<file path="config.mk">
export PLATFORM = sky130hd
export DESIGN_NAME = johnson_seq_ctrl
export DESIGN_NICKNAME = d
export VERILOG_FILES = /design/src/rtl/johnson_seq_ctrl.sv
export SDC_FILE = /design/constraint.sdc
export NUM_CORES = 1
export LEC_CHECK = 0
export CAP_MARGIN = 20
export CORE_MARGIN = 1
export CORE_UTILIZATION = 52
export DETAILED_ROUTE_END_ITERATION = 10
export PLACE_DENSITY = 0.87
export SLEW_MARGIN = 25
export SYNTH_ARGS = -nofsm -noshare
export SYNTH_HDL_FRONTEND = slang
export SYNTH_SLANG_ARGS = --single-unit
</file>
<file path="constraint.sdc">
create_clock -name clk -period 2.49 [get_ports clk]
set_input_delay 0.3735 -clock clk [delete_from_list [all_inputs] [get_ports clk]]
set_output_delay 0.3735 -clock clk [all_outputs]
set_load 0.01 [all_outputs]
</file>
<file path="src/rtl/johnson_seq_ctrl.sv">
// Step-count sequencer around a WIDTH-bit Johnson phase register: load a phase, advance N steps, pulse done.
// Optional feature: define JC_REVERSE_EN to let dir=1 step the register backwards during RUN.
module johnson_seq_ctrl #(
  parameter int  WIDTH = 4,
  parameter int  CW    = 8,
  localparam int PW    = $clog2(2*WIDTH)
) (
  input  logic             clk,
  input  logic             rst_n,
  input  logic             start,
  input  logic [PW-1:0]    start_phase,
  input  logic [CW-1:0]    step_count,
  input  logic             en,
  input  logic             stop,
  input  logic             dir,
  output logic [WIDTH-1:0] q,
  output logic [WIDTH-1:0] qbar,
  output logic [PW-1:0]    phase_idx,
  output logic             busy,
  output logic             done,
  output logic             cfg_err
);
  localparam int            NPH     = 2*WIDTH;
  localparam logic [PW-1:0] PH_LAST = PW'(NPH-1);

  typedef enum logic [1:0] {IDLE, LOAD, RUN, DONE} state_t;

  state_t           state_q;
  logic [WIDTH-1:0] q_q;
  logic [PW-1:0]    ph_q;
  logic [PW-1:0]    start_ph_q;
  logic [CW-1:0]    step_q;
  logic [CW-1:0]    remaining_q;
  logic             busy_q;
  logic             done_q;
  logic             cfg_err_q;

  logic [WIDTH-1:0] q_adv;
  logic [PW-1:0]    ph_adv;
  logic             reverse;
  logic             ph_bad;

`ifdef JC_REVERSE_EN
  assign reverse = dir;
`else
  logic unused_dir;
  assign unused_dir = dir;
  assign reverse    = 1'b0;
`endif

  // Only reachable when 2*WIDTH is not a power of two.
  assign ph_bad = (int'(start_phase) >= NPH);

  function automatic logic [WIDTH-1:0] pattern(input logic [PW-1:0] k);
    logic [WIDTH-1:0] p;
    int               kk;
    kk = int'(k);
    for (int i = 0; i < WIDTH; i++) begin
      p[i] = (kk < WIDTH) ? (i < kk) : (i >= kk - WIDTH);
    end
    return p;
  endfunction

  always_comb begin
    q_adv  = {q_q[WIDTH-2:0], ~q_q[WIDTH-1]};
    ph_adv = (ph_q == PH_LAST) ? '0 : ph_q + 1'b1;
    if (reverse) begin
      q_adv  = {~q_q[0], q_q[WIDTH-1:1]};
      ph_adv = (ph_q == '0) ? PH_LAST : ph_q - 1'b1;
    end
  end

  always_ff @(posedge clk or negedge rst_n) begin
    if (!rst_n) begin
      state_q     <= IDLE;
      q_q         <= '0;
      ph_q        <= '0;
      start_ph_q  <= '0;
      step_q      <= '0;
      remaining_q <= '0;
      busy_q      <= 1'b0;
      done_q      <= 1'b0;
      cfg_err_q   <= 1'b0;
    end else begin
      case (state_q)
        IDLE: begin
          if (start) begin
            state_q    <= LOAD;
            busy_q     <= 1'b1;
            start_ph_q <= ph_bad ? '0 : start_phase;
            cfg_err_q  <= ph_bad;
            step_q     <= step_count;
          end
        end
        LOAD: begin
          q_q         <= pattern(start_ph_q);
          ph_q        <= start_ph_q;
          remaining_q <= step_q;
          cfg_err_q   <= 1'b0;
          if (step_q == '0) begin
            state_q <= DONE;
            busy_q  <= 1'b0;
            done_q  <= 1'b1;
          end else begin
            state_q <= RUN;
          end
        end
        RUN: begin
          if (stop) begin
            state_q <= DONE;
            busy_q  <= 1'b0;
            done_q  <= 1'b1;
          end else if (en) begin
            q_q         <= q_adv;
            ph_q        <= ph_adv;
            remaining_q <= remaining_q - 1'b1;
            if (remaining_q == CW'(1)) begin
              state_q <= DONE;
              busy_q  <= 1'b0;
              done_q  <= 1'b1;
            end
          end
        end
        DONE: begin
          state_q <= IDLE;
          done_q  <= 1'b0;
        end
        default: state_q <= IDLE;
      endcase
    end
  end

  assign q         = q_q;
  assign qbar      = ~q_q;
  assign phase_idx = ph_q;
  assign busy      = busy_q;
  assign done      = done_q;
  assign cfg_err   = cfg_err_q;

endmodule
</file>
==> PnR_summary.wiki, run 1 <==
{| class="wikitable"
! Metric !! Value
|-
| Worst hold path type || input pin to asynchronous set/reset pin
|-
| ANT nets after route || 0
|-
| Power per unit of standard cell area || about 1400 nW/um2
|-
| Setup repair bufs after CTS || 0
|-
| Cell area after technology mapping || 1760 um2
|-
| Max rail drop VDD || a little over 0.8 mV
|-
| Worst endpoint data arrival time || 2.47 ns
|-
| GRT Total Usage || 24.1%
|-
| Count of maximum capacitance violations || 0
|-
| Worst slack at placement || ~0.26 ns
|-
| Worst clock skew || ~0.0093 ns
|-
| Top-Level Pins || 31
|-
| Clock tree from TritonCTS || done
|-
| Post-synthesis cell type with the largest combined area || dfrtp_1
|-
| Height of the die || 60.1 um
|-
| Max Fanout on Critical Path || 13
|-
| Slowest library cell on the worst path || nor2_1
|-
| Async set-reset flop share out of synthesis || 100%
|-
| Pins over their slew limit || 0
|-
| Number of nets in the synthesized netlist || 200
|-
| Sum of negative setup slack || 0 ns
|-
| Row Count || 20
|-
| Filler Cells Inserted || between 200 and 250
|-
| GRT Residual Overflow || 0
|-
| Buffers added on ports || 28
|-
| Clock root buffer master || clkbuf_4
|-
| Post-synth EDFFs || 0
|-
| Total vias in the final route || ~1400
|-
| HPWL after detailed placement || between 2000 and 3000 um
|-
| Wire length of the first global-routing pass || about 6200 um
|-
| Area delta synth->final || 22.0%
|-
| Peak clock frequency supported by timing || 440 MHz
|-
| Summed area of non-filler cells in the final layout || between 2000 and 2500 um2
|-
| Total wire length after detailed routing || ~3700 um
|-
| Iteration-0 DRC Markers || 37
|-
| Endpoint kind of the worst setup timing path || flip-flop
|-
| Total CTS buffers || 5
|-
| Hold_buf cts || 0
|-
| Placed cell count || about 240
|-
| Area of the multi-input gates || ~900 um2
|-
| Synth warnings || 0
|-
| Antenna violations before repair || 0
|-
| Number of nets in the layout || 229
|-
| Result of the run || finished, final reports clean
|-
| Delay of the slowest cell on the worst path || ~0.62 ns
|-
| Non-Filler Instances || roughly 250
|-
| Setup repair after global routing missed its margin || false
|-
| Antenna diode count || 0
|-
| WL per Instance || around 15 um
|-
| Largest net degree at the start of global routing || 31
|-
| Die area || about 3600 um2
|-
| Routability congestion estimate from global placement || slightly below 0.9
|-
| First-pass iteration count of the detailed router || 4
|-
| Proportion of layout cells with a drive suffix above 1 || 17.4%
|-
| Final setup violation count || 0
|-
| Most common cell in the netlist || dfrtp_1
|-
| Final worst path period need || 2.27 ns
|-
| Register clock-pin slew on the reported worst setup and hold paths || 0.10 ns
|-
| Startpoint type of the worst setup path || flip-flop
|-
| Average instance area after synthesis || about 10 um2
|-
| Rel. slew slack || 48.9%
|-
| Synth top area cells || dfrtp_1, ha_1, mux2_2, o21ai_1, inv_1
|-
| Horizontal die dimension || approximately 60 um
|-
| Least setup slack across all paths after layout || 0.219 ns
|-
| Leading cell types by count after synthesis || dfrtp_1, inv_1, nor2_1
|-
| Placeable core area || approximately 3100 um2
|-
| Longest Clk Path Bufs || 2
|-
| Final critical-path share of the clock period || between 90 and 100%
|-
| Synth Instances || around 170
|-
| Post-synthesis register bit count || 30
|-
| Avg Vias per Cell || around 5.7
|-
| Initial Util || a little under three fifths
|-
| Total placed instance area || 2060 um2
|-
| Lkg Pwr || ~0.00094 uW
|-
| Sink count of the clock tree || 30
|-
| Worst-Margin Slew || between 0.7 and 0.8 ns
|-
| Share of the yosys chip area belonging to registers || 42.7%
|-
| Fin. Hold Viols || 0
|-
| Worst endpoint required time || about 2.7 ns
|-
| Yosys top cell area share || 42.7%
|-
| Vias in the first global route || around 1400
|-
| Synth cell types || between 40 and 50
|-
| CP Class || flip-flop to flip-flop
|-
| Hold slack final || roughly 0.42 ns
|-
| Final routed DRC violation total || 0
|-
| Worst path cell trace || inv_1 > ha_1 > and3b_1 > nor2_1 > a211o_1 > o21ai_1
|-
| Register area || about 750 um2
|-
| Clock latency reported for the late side of the worst-skew pair || around 0.34 ns
|-
| Post-synth top flop || dfrtp_1
|-
| Number of levels the H-tree was split into || 2
|}
where the power goes:
| part | internal [uW] | switching, uW | total, uW |
|---|---|---|---|
| clock | 212 | 171 | 383 |
| sequential | 747 | 291 | 1040 |
| combinational | 764 | 770 | 1530 |
| total | 1720 | 1230 | 2950 |
through the flow:
step	total power (uW)	util [%]
6_report	2950	68.5
4_1_cts	2960	68.4
2_1_floorplan	2060	-
3_5_place_dp	2560	65.9
5_1_grt	3200	68.5
3_3_place_gp	2460	65.9
final timing paths:
kind,from,to,slack [ns],depth (start not counted)
worst max-delay path,state_q[0]$_DFFE_PN0P_,q[0]$_DFFE_PN0P_,0.22,6
worst min-delay path,rst_n,phase_idx[2]$_DFFE_PN0P_,0.42,2
worst max register to register,state_q[0]$_DFFE_PN0P_,q[0]$_DFFE_PN0P_,0.22,6
worst min register to register,busy$_DFFE_PN0P_,busy$_DFFE_PN0P_,0.53,2
max in group asynchronous,rst_n,step_q[6]$_DFFE_PN0P_,1.79,2
min in group clk,busy$_DFFE_PN0P_,busy$_DFFE_PN0P_,0.53,2
layout by cell type, fill, tap and decap left out, types with 7 or more instances in the layout:
cell type / count
dfrtp_1: 30
clkdlybuf4s50_1: 28
inv_1: 14
nor2_1: 14
mux2_2: 12
ha_1: 12
o21ai_1: 11
a21oi_1: 10
nand2_1: 8
o21ai_0: 7
critical path, delay by kind of cell (launching register included):
| kind | cells | cell delay, ns |
|---|---|---|
| adder cells (fa/ha/maj) | 1 | 0.36 |
| buffers and inverters | 1 | 0.10 |
| AND/OR/NAND/NOR | 2 | 0.96 |
| AO/OA/AOI/OAI | 2 | 0.27 |
| flip-flops | 1 | 0.43 |
layer usage:
layer  share of wire [%]  global-route usage, %  routed length, um
met3                 4.6                   6.49                168
met5                   0                      0                  0
met1                  45                   30.7               1640
met2                  48                   38.6               1780
met4                 2.4                   9.63                 88
flip-flops by register name (all words and copies together) (netlist names):
signal	flops
busy	1
done	1
phase_idx	3
q	4
remaining_q	8
start_ph_q	3
state_q	2
step_q	8
area by class of cell:
class                           instances  share of cell area (%)
Clock buffer                            6                    1.93
Clock inverter                          2                    1.75
Inverter                               15                    2.74
Multi-Input combinational cell        118                    42.2
Sequential cell                        30                    35.0
Tap cell                               44                    2.57
Timing Repair Buffer                   30                    13.8
logic make-up after synthesis:
logic type / after synthesis / synth area share, %
AO/OA/AOI/OAI: 49 / 19.0
adder cells (fa/ha/maj): 12 / 8.55
buffers and inverters: 23 / 5.91
flip-flops: 30 / 42.7
multiplexers: 16 / 10.3
other: 1 / 0.213
AND/OR/NAND/NOR: 40 / 13.3
repair_timing:
action / in CTS / in global routing
endpoints found under the setup margin: 0 / 2
endpoints found under the hold margin: 0 / 0
gates resized for setup: 0 / 1
(Power assumes the default switching activity.)
==> inputs of run 2 (changes only) <==
- SLEW_MARGIN: 25 -> not set
==> results of run 2 <==
The final DEF is identical to that of run 1; final timing and power are the same.
==> inputs of run 3 (changes only) <==
- REMOVE_ABC_BUFFERS: not set -> 1
==> PnR_summary.wiki, run 3 (same netlist as run 1, synthesis figures left out) <==
{| class="wikitable"
! Metric !! Value
|-
| Result of the run || finished, final reports clean
|-
| Worst path cell trace || inv_1 > ha_1 > nor2b_1 > nor2_1 > a211oi_1 > a21oi_1
|-
| GRT Residual Overflow || 0 (unchanged)
|-
| Wire length of the first global-routing pass || 6410 um (+2.7%)
|-
| Longest Clk Path Bufs || 2 (unchanged)
|-
| Sink count of the clock tree || 30 (unchanged)
|-
| Area delta synth->final || 20.8%
|-
| Register clock-pin slew on the reported worst setup and hold paths || 0.10 ns (about the same)
|-
| Delay of the slowest cell on the worst path || 0.49 ns (-0.13 ns)
|-
| Overall power after layout || 2870 uW (-2.8%)
|-
| Avg Vias per Cell || 5.65 (-0.65%)
|-
| Endpoint of the worst-slack reg-to-reg timing path || q[3]$_DFFE_PN0P_
|-
| Peak clock frequency supported by timing || 449 MHz (+1.9%)
|-
| Pins over their slew limit || 0 (unchanged)
|-
| CP Class || flip-flop to flip-flop
|-
| Rel. slew slack || 46.9% (-2.0 points)
|-
| Reg-to-reg slack, setup || 0.26 ns (+0.04 ns)
|-
| Clock root buffer master || clkbuf_4
|-
| Buffers added on ports || 28 (unchanged)
|-
| Antenna violations before repair || 0 (unchanged)
|-
| Final routed DRC violation total || 0 (unchanged)
|-
| GRT Total Usage || 24.9% (+0.78 points)
|-
| Total wire length after detailed routing || 3750 um (+1.9%)
|-
| Iteration-0 DRC Markers || 51 (+38%)
|-
| Worst endpoint data arrival time || 2.44 ns (-0.03 ns)
|-
| Buffers plus inverters on the worst setup path || 1 (unchanged)
|-
| Largest net degree at the start of global routing || 31 (unchanged)
|-
| Final setup violation count || 0 (unchanged)
|-
| Proportion of layout cells with a drive suffix above 1 || 16.9% (-0.50 points)
|-
| Worst r2r path cells || 6 (unchanged)
|-
| Worst flop-to-flop path startpoint || state_q[1]$_DFFE_PN0P_
|-
| WL per Instance || 15.3 um (+1.9%)
|-
| Fin. Hold Viols || 0 (unchanged)
|-
| CTS resizes || 0 (unchanged)
|-
| Sum of negative setup slack || 0 ns (unchanged)
|-
| Max rail drop VDD || 0.610 mV (-25%)
|-
| Worst endpoint required time || 2.70 ns (about the same)
|-
| Capturing element of the worst setup path || q[3]$_DFFE_PN0P_
|-
| Power per unit of standard cell area || 1350 nW/um2 (-1.8%)
|-
| Setup repair after global routing missed its margin || false
|-
| Worst-Margin Slew || 0.793 ns (+0.0299 ns)
|-
| HPWL after detailed placement || 2760 um (+1.6%)
|-
| Total vias in the final route || 1384 (-0.65%)
|-
| Worst clock skew || 0.0130 ns (+0.00379 ns)
|-
| Hold_buf cts || 0 (unchanged)
|-
| Total CTS buffers || 5 (unchanged)
|-
| Initial Util || 56.2% (unchanged)
|-
| Count of maximum capacitance violations || 0 (unchanged)
|-
| Endpoint kind of the worst setup timing path || flip-flop
|-
| Setup repair bufs after CTS || 0 (unchanged)
|-
| Final critical-path share of the clock period || 89.5% (-1.7 points)
|-
| Number of levels the H-tree was split into || 2 (unchanged)
|-
| Startpoint type of the worst setup path || flip-flop
|-
| Number of nets in the layout || 229 (unchanged)
|-
| Placeable core area || 3130 um2 (unchanged)
|-
| Horizontal die dimension || 60.1 um (unchanged)
|-
| Vias in the first global route || 1342 (-0.81%)
|-
| First-pass iteration count of the detailed router || 4 (unchanged)
|-
| Cell family with the largest share of critical-path delay || simple AND/OR/NAND/NOR gates
|-
| Antenna diode count || 0 (unchanged)
|-
| Routability congestion estimate from global placement || 0.839 (-6.1%)
|-
| Clock latency reported for the late side of the worst-skew pair || 0.34 ns (about the same)
|-
| Slowest library cell on the worst path || nor2b_1
|-
| ANT nets after route || 0 (unchanged)
|-
| Final core utilization || 67.8% (-0.68 points)
|-
| Launching element of the worst setup path || state_q[1]$_DFFE_PN0P_
|-
| Top-Level Pins || 31 (unchanged)
|-
| Lkg Pwr || 0.000936 uW (-0.40%)
|-
| Height of the die || 60.1 um (unchanged)
|-
| Total stage count of the critical path || 6 (unchanged)
|-
| Max Fanout on Critical Path || 13 (unchanged)
|-
| Clock tree from TritonCTS || done
|-
| Die area || 3610 um2 (unchanged)
|-
| Worst hold path type || input pin to asynchronous set/reset pin
|-
| Final worst path period need || 2.23 ns (-0.0424 ns)
|-
| Commonest non-fill, non-tap cell in the layout || dfrtp_1
|-
| Top library cells by usage in the layout, fill and taps aside || dfrtp_1, clkdlybuf4s50_1, inv_1, nor2_1
|-
| Row Count || 20 (unchanged)
|}
-- run 3: cell count changes in the layout (fill, tap and decap cells not counted), sizes merged --
| cell | delta |
|---|---|
| clkbuf | +1 |
| clkinvlp | -1 |
| bufinv | -1 |
| clkinv | +1 |
-- run 3: worst min-delay path by stage --
stage / slack (ns) / end / depth (start not counted) / start
after floorplan: 0.08 / busy$_DFFE_PN0P_ / 0 / rst_n
after global placement: 0.50 / phase_idx[1]$_DFFE_PN0P_ / 2 / phase_idx[1]$_DFFE_PN0P_
after detailed placement: 0.52 / phase_idx[2]$_DFFE_PN0P_ / 2 / phase_idx[2]$_DFFE_PN0P_
after CTS: 0.42 / phase_idx[2]$_DFFE_PN0P_ / 2 / rst_n
after global routing: 0.43 / phase_idx[0]$_DFFE_PN0P_ / 2 / rst_n
final: 0.41 / phase_idx[0]$_DFFE_PN0P_ / 2 / rst_n
-- run 3: report_power, final --
| group | switching, uW | total (uW) | internal [uW] |
|---|---|---|---|
| logic | 754 | 1510 | 759 |
| clock network | 174 | 310 | 137 |
| registers | 302 | 1050 | 747 |
-- run 3: final cells by class --
class                   count  area [um2]
inverters                  15        58.8
repair buffers             30         295
clock inverters             1        5.00
flip-flops and latches     30         751
fillers                   247        1010
well taps                  44        55.1
multi-input cells         118         902
clock buffers               7        55.1
-- run 3: through the flow --
step                area (um2)  hold WS [ns]  setup slack [ns]  instances
finish                    2120         0.406             0.261        245
global route              2120         0.426            0.0563        245
CTS                       2120         0.420             0.288        245
detailed placement        2060         0.524             0.296        237
global placement          2060         0.504             0.372        237
floorplan                 1710        0.0779             0.417        163
-- run 3: metal layers --
layer	wire length [um]	global-route usage [%]	share of wire, %	vias to the layer above
li1	-	-	-	659
met1	1680	32.7	45	666
met2	1780	36.6	48	47
met3	181	7.14	4.8	12
met4	110	13.6	2.9	0
met5	0	0	0	-
==> RTL edit 1 (flow settings as in run 1) <==
The option `JC_REVERSE_EN` is turned on by a define.
--- a/src/rtl/johnson_seq_ctrl.sv
+++ b/src/rtl/johnson_seq_ctrl.sv
@@ -1,4 +1,6 @@
 // Step-count sequencer around a WIDTH-bit Johnson phase register: load a phase, advance N steps, pulse done.
 // Optional feature: define JC_REVERSE_EN to let dir=1 step the register backwards during RUN.
+`define JC_REVERSE_EN
+
 module johnson_seq_ctrl #(
   parameter int  WIDTH = 4,
Function: changed (a bounded check fails within 4 cycles, from zero or initial values and one cycle with rst_n low).
==> RTL edit 1 against run 1 <==
  * Sequential cell count stayed put
  * Routed wire length is 0.49% lower
  * Fmax grew 15%
  * Critical path depth unchanged
  * Non-clock buffer count up 2
  * Synthesized area grew 4.8%
  * Die area rose by 4.6%
  * Clock power rose by 34%
  * Worst setup slack improved by 300 ps
  * Final area grew 6.8%
  * Total power is 6.6% higher
  * Worst hold slack improved by 1.9 ps
  * Critical path type unchanged
==> RTL edit 1: results (changes against run 1) <==
- Status: completed
- DRT Wirelength: 3660 µm (-0.49%)
- Worst r2r dst: remaining_q[3]
- Synth area leaders: dfrtp_1 41%, ha_1 9.5%, mux2_2 8.0%, inv_1 3.7%, nor2_1 3.1%
- Pre-Repair DR Iteration Count: 4 (unchanged)
- Post-layout worst setup margin: 518 ps (+299 ps)
- Slowest cell on crit path: dfrtp_1
- Global-route wire length before repair: 6110 µm (-2.2%)
- Netlist cell types: 44 (+7.3%)
- Number of global-route vias before repair: 1,416 (+4.7%)
- CP peak stage delay: 430 ps (-190 ps)
- Nets: 247 (+7.9%)
- Post-layout util: 68.0% (-0.48 points)
- Net Sw Frac: 40.0% (-1.7 points)
- Leakage power figure: 0.994 nW (+5.7%)
- Final cell count without fillers: 263 (+7.3%)
- Multi-input gates: 129 (+9.3%)
- # fillers: 277 (+16%)
- Core area: 3360 µm² (+7.5%)
- GRT Util Overall: 22.3% (-1.8 points)
- Post-place instance area: 2180 µm² (+5.6%)
- Mux contribution to synthesized area: 10.7% (+0.42 points)
- Complex-gate fraction of the synthesized area: 18.8% (-0.19 points)
- PwrDens: 1380 nW/µm² (-0.17%)
- Seq pwr share: 33.6% (-1.5 points)
- GPL Wtd Cong: 0.833 (-6.8%)
- Share of cells above drive strength 1: 15.7% (-1.7 points)
- Peak supply drop: 925 µV (+14%)
- Vias per Instance: 5.61 (-1.3%)
- IO buf count: 29 (+3.6%)
- First DRT Iteration DRCs: 74 (+100%)
- CTS Buf Count: 5 (unchanged)
- Pre-CTS WS: 408 ps (+153 ps)
- Max transition margin: 64.2% (+15 points)
- Non-CTS inverters: 18 (+3)
- WHS: 417 ps (+1.89 ps)
- Area of the multi-input gates: 988 µm² (+9.3%)
- Seq/Total Area, Yosys: 40.8% (-1.9 points)
- Syn Nets: 215 (+7.5%)
- Signal buffers: 32 (+6.7%)
- CP Max Fanout: 13 (unchanged)
- Adder-Cell Fraction of Synth Area: 9.52% (+0.97 points)
- Seq cells post-synth: 30 (unchanged)
- Synth cell count leaders: 30 x dfrtp_1, 18 x inv_1, 15 x nor2_1
==> RTL edit 1: changes by cell type in the layout (fill, tap and decap cells not counted), sizes merged, moves of 2 or more <==
cell / run 1 / this run
a211o: 2 / 0
a311oi: 0 / 2
a211oi: 5 / 7
inv: 15 / 18
o21ai: 19 / 11
or2: 2 / 0
o311ai: 0 / 2
or4: 2 / 0
mux2i: 3 / 5
ha: 12 / 14
o2111a: 2 / 0
o31ai: 0 / 2
nand2b: 0 / 4
nor4: 1 / 4
==> RTL edit 1: worst max-delay path: cells and delay by family (launching register included) <==
kind	cells	cell delay, ps
compound gates	1	380
fa+ha+maj	1	280
flops	1	430
buf+inv	2	330
simple gates	2	460
==> RTL edit 1: per-layer routing <==
layer	global-route usage [%]	wire, µm	vias up
met1	28.9	1720	706
met3	3.99	145	7
met5	0	0	-
met2	35.8	1740	37
li1	-	-	726
met4	11.4	63	0
==> RTL edit 2 (settings of run 1) <==
Without the edit above. Make the reset (`rst_n`) synchronous in one clocked block.
--- a/src/rtl/johnson_seq_ctrl.sv
+++ b/src/rtl/johnson_seq_ctrl.sv
@@ -71,5 +71,5 @@
   end
 
-  always_ff @(posedge clk or negedge rst_n) begin
+  always_ff @(posedge clk) begin
     if (!rst_n) begin
       state_q     <= IDLE;
Function: differs if rst_n is asserted again (counterexample within 4 cycles, from zero or initial values and one cycle with rst_n low); with rst_n held inactive, the same outputs for 10 cycles.
==> RTL edit 2 against run 1 <==
  * Combinational power decreased by 20%
  * Critical path type unchanged
  * Clock skew increased by 0.73 ps
  * Sequential cell count unchanged
  * Routed wire length decreased by 3.1%
  * First-iteration DRC count increased by 100%
  * Synthesized area decreased by 5.4%
  * Critical endpoint is now phase_idx[0]
  * Final area decreased by 3.5%
  * Worst setup slack improved by 88 ps
  * Total power decreased by 19%
==> RTL edit 2: results (changes against run 1) <==
- Detailed placement HPWL: 2600 µm (-4.3%)
- First DRT Iteration DRCs: 75 (+100%)
- Non-CTS inverters: 13 (-2)
- P&R area growth vs syn: 24.5%
- Slowest cell on crit path: a22o_1
- CTS Buf Count: 5 (unchanged)
- Pre-CTS WS: 367 ps (+112 ps)
- Max-slew violations: 0 (unchanged)
- Status: completed
- Signal buffers: 33 (+10%)
- GPL Wtd Cong: 0.799 (-11%)
- Multi-input combinational area share: 46.6% (+4.4 points)
- Vias per Instance: 5.62 (-1.1%)
- Peak supply drop: 769 µV (-5.5%)
- H-tree Lvls: 2 (unchanged)
- M1 GR Usage: 30.4% (-0.30 points)
- Largest net degree at the start of global routing: 18 (-42%)
- CP Max Fanout: 17 (+4)
- Root Buffer: clkbuf_4
- Final cell count without fillers: 274 (+12%)
- Seq/Total Area, Yosys: 36.1% (-6.6 points)
- Post-synth ARST share: 0% (-100 points)
- Worst Max-Slew Pin Slew: 693 ps (-70.2 ps)
- Layout non-clock buf frac: 15.4% (+1.6 points)
- # fillers: 259 (+8.4%)
- Global-route wire length before repair: 6050 µm (-3.1%)
- Area of the multi-input gates: 965 µm² (+6.6%)
- Clock network area share: 3.93% (+0.25 points)
- Grt met3 use: 7.47% (+0.98 points)
- CP peak stage delay: 550 ps (-70 ps)
- Leakage power figure: 0.829 nW (-12%)
- Sequential cell area share: 29.0% (-6.0 points)
- GRT Util Overall: 23.3% (-0.82 points)
- Synth area leaders: dfxtp_1 36%, ha_1 9.8%, nand2_1 7.7%, a21oi_1 6.3%, inv_1 2.9%
- Syn Nets: 231 (+16%)
- Drt wl/cell: 13.0 µm (-13%)
- Synth cell count leaders: 34 x nand2_1, 30 x dfxtp_1, 21 x a21oi_1
- Largest buffer count on any clock path: 2 (unchanged)
- DR WL met2: 1630 µm (-8.9%)
- Number of global-route vias before repair: 1,372 (+1.4%)
- Met2 Resource Use GR: 36.3% (-2.3 points)
- Post-place instance area: 1990 µm² (-3.6%)
- Metal3 WL: 166 µm (-1.2%)
- Seq cells: 30 (unchanged)
- CP delay by family, top: compound AO/OA/AOI/OAI gates
- Top FF cell, synth: dfxtp_1
- Setup Skew: 9.99 ps (+0.731 ps)
- Netlist cell types: 43 (+4.9%)
- Worst hold path type: flop to flop
- Gate Count Post-Synth: 201 (+18%)
- Number of clock buffers in the layout: 6 (unchanged)
- Share of cells above drive strength 1: 8.26% (-9.2 points)
- Multi-input gates: 147 (+25%)
- Met1 WL: 1730 µm (+5.3%)
- Arr. time, crit path: 2420 ps (-50 ps)
- Nets: 260 (+14%)
RTL edit 2: cell types whose count changed after synthesis, sizes merged, moves of 4 or more:
cell    before  now
clkbuf       2    7
dfxtp        0   30
o211a        0    4
nand2        8   34
mux2        13    1
o21ai       19    7
a21oi       10   21
dfrtp       30    0
RTL edit 2: logic make-up after synthesis:
kind of cell / share of synthesized area (%)
simple gates: 20.2
buf+inv: 5.80
flops: 36.1
fa+ha+maj: 9.79
compound gates: 26.0
other cells: 0.226
mux: 1.88
RTL edit 2: path summary, 6_finish.rpt:
| kind | end | startpoint | cells after the start | slack [ps] |
|---|---|---|---|---|
| hold / removal | busy | busy | 2 | 460 |
| hold reg to reg | busy | busy | 2 | 460 |
| setup / recovery | phase_idx[0] | state_q[0] | 6 | 310 |
| setup reg to reg | phase_idx[0] | state_q[0] | 6 | 310 |
RTL edit 2: power breakdown:
part / switching (mW) / internal (mW)
logic: 0.644 / 0.580
registers: 0.146 / 0.629
clock network: 0.172 / 0.234
total: 0.962 / 1.44
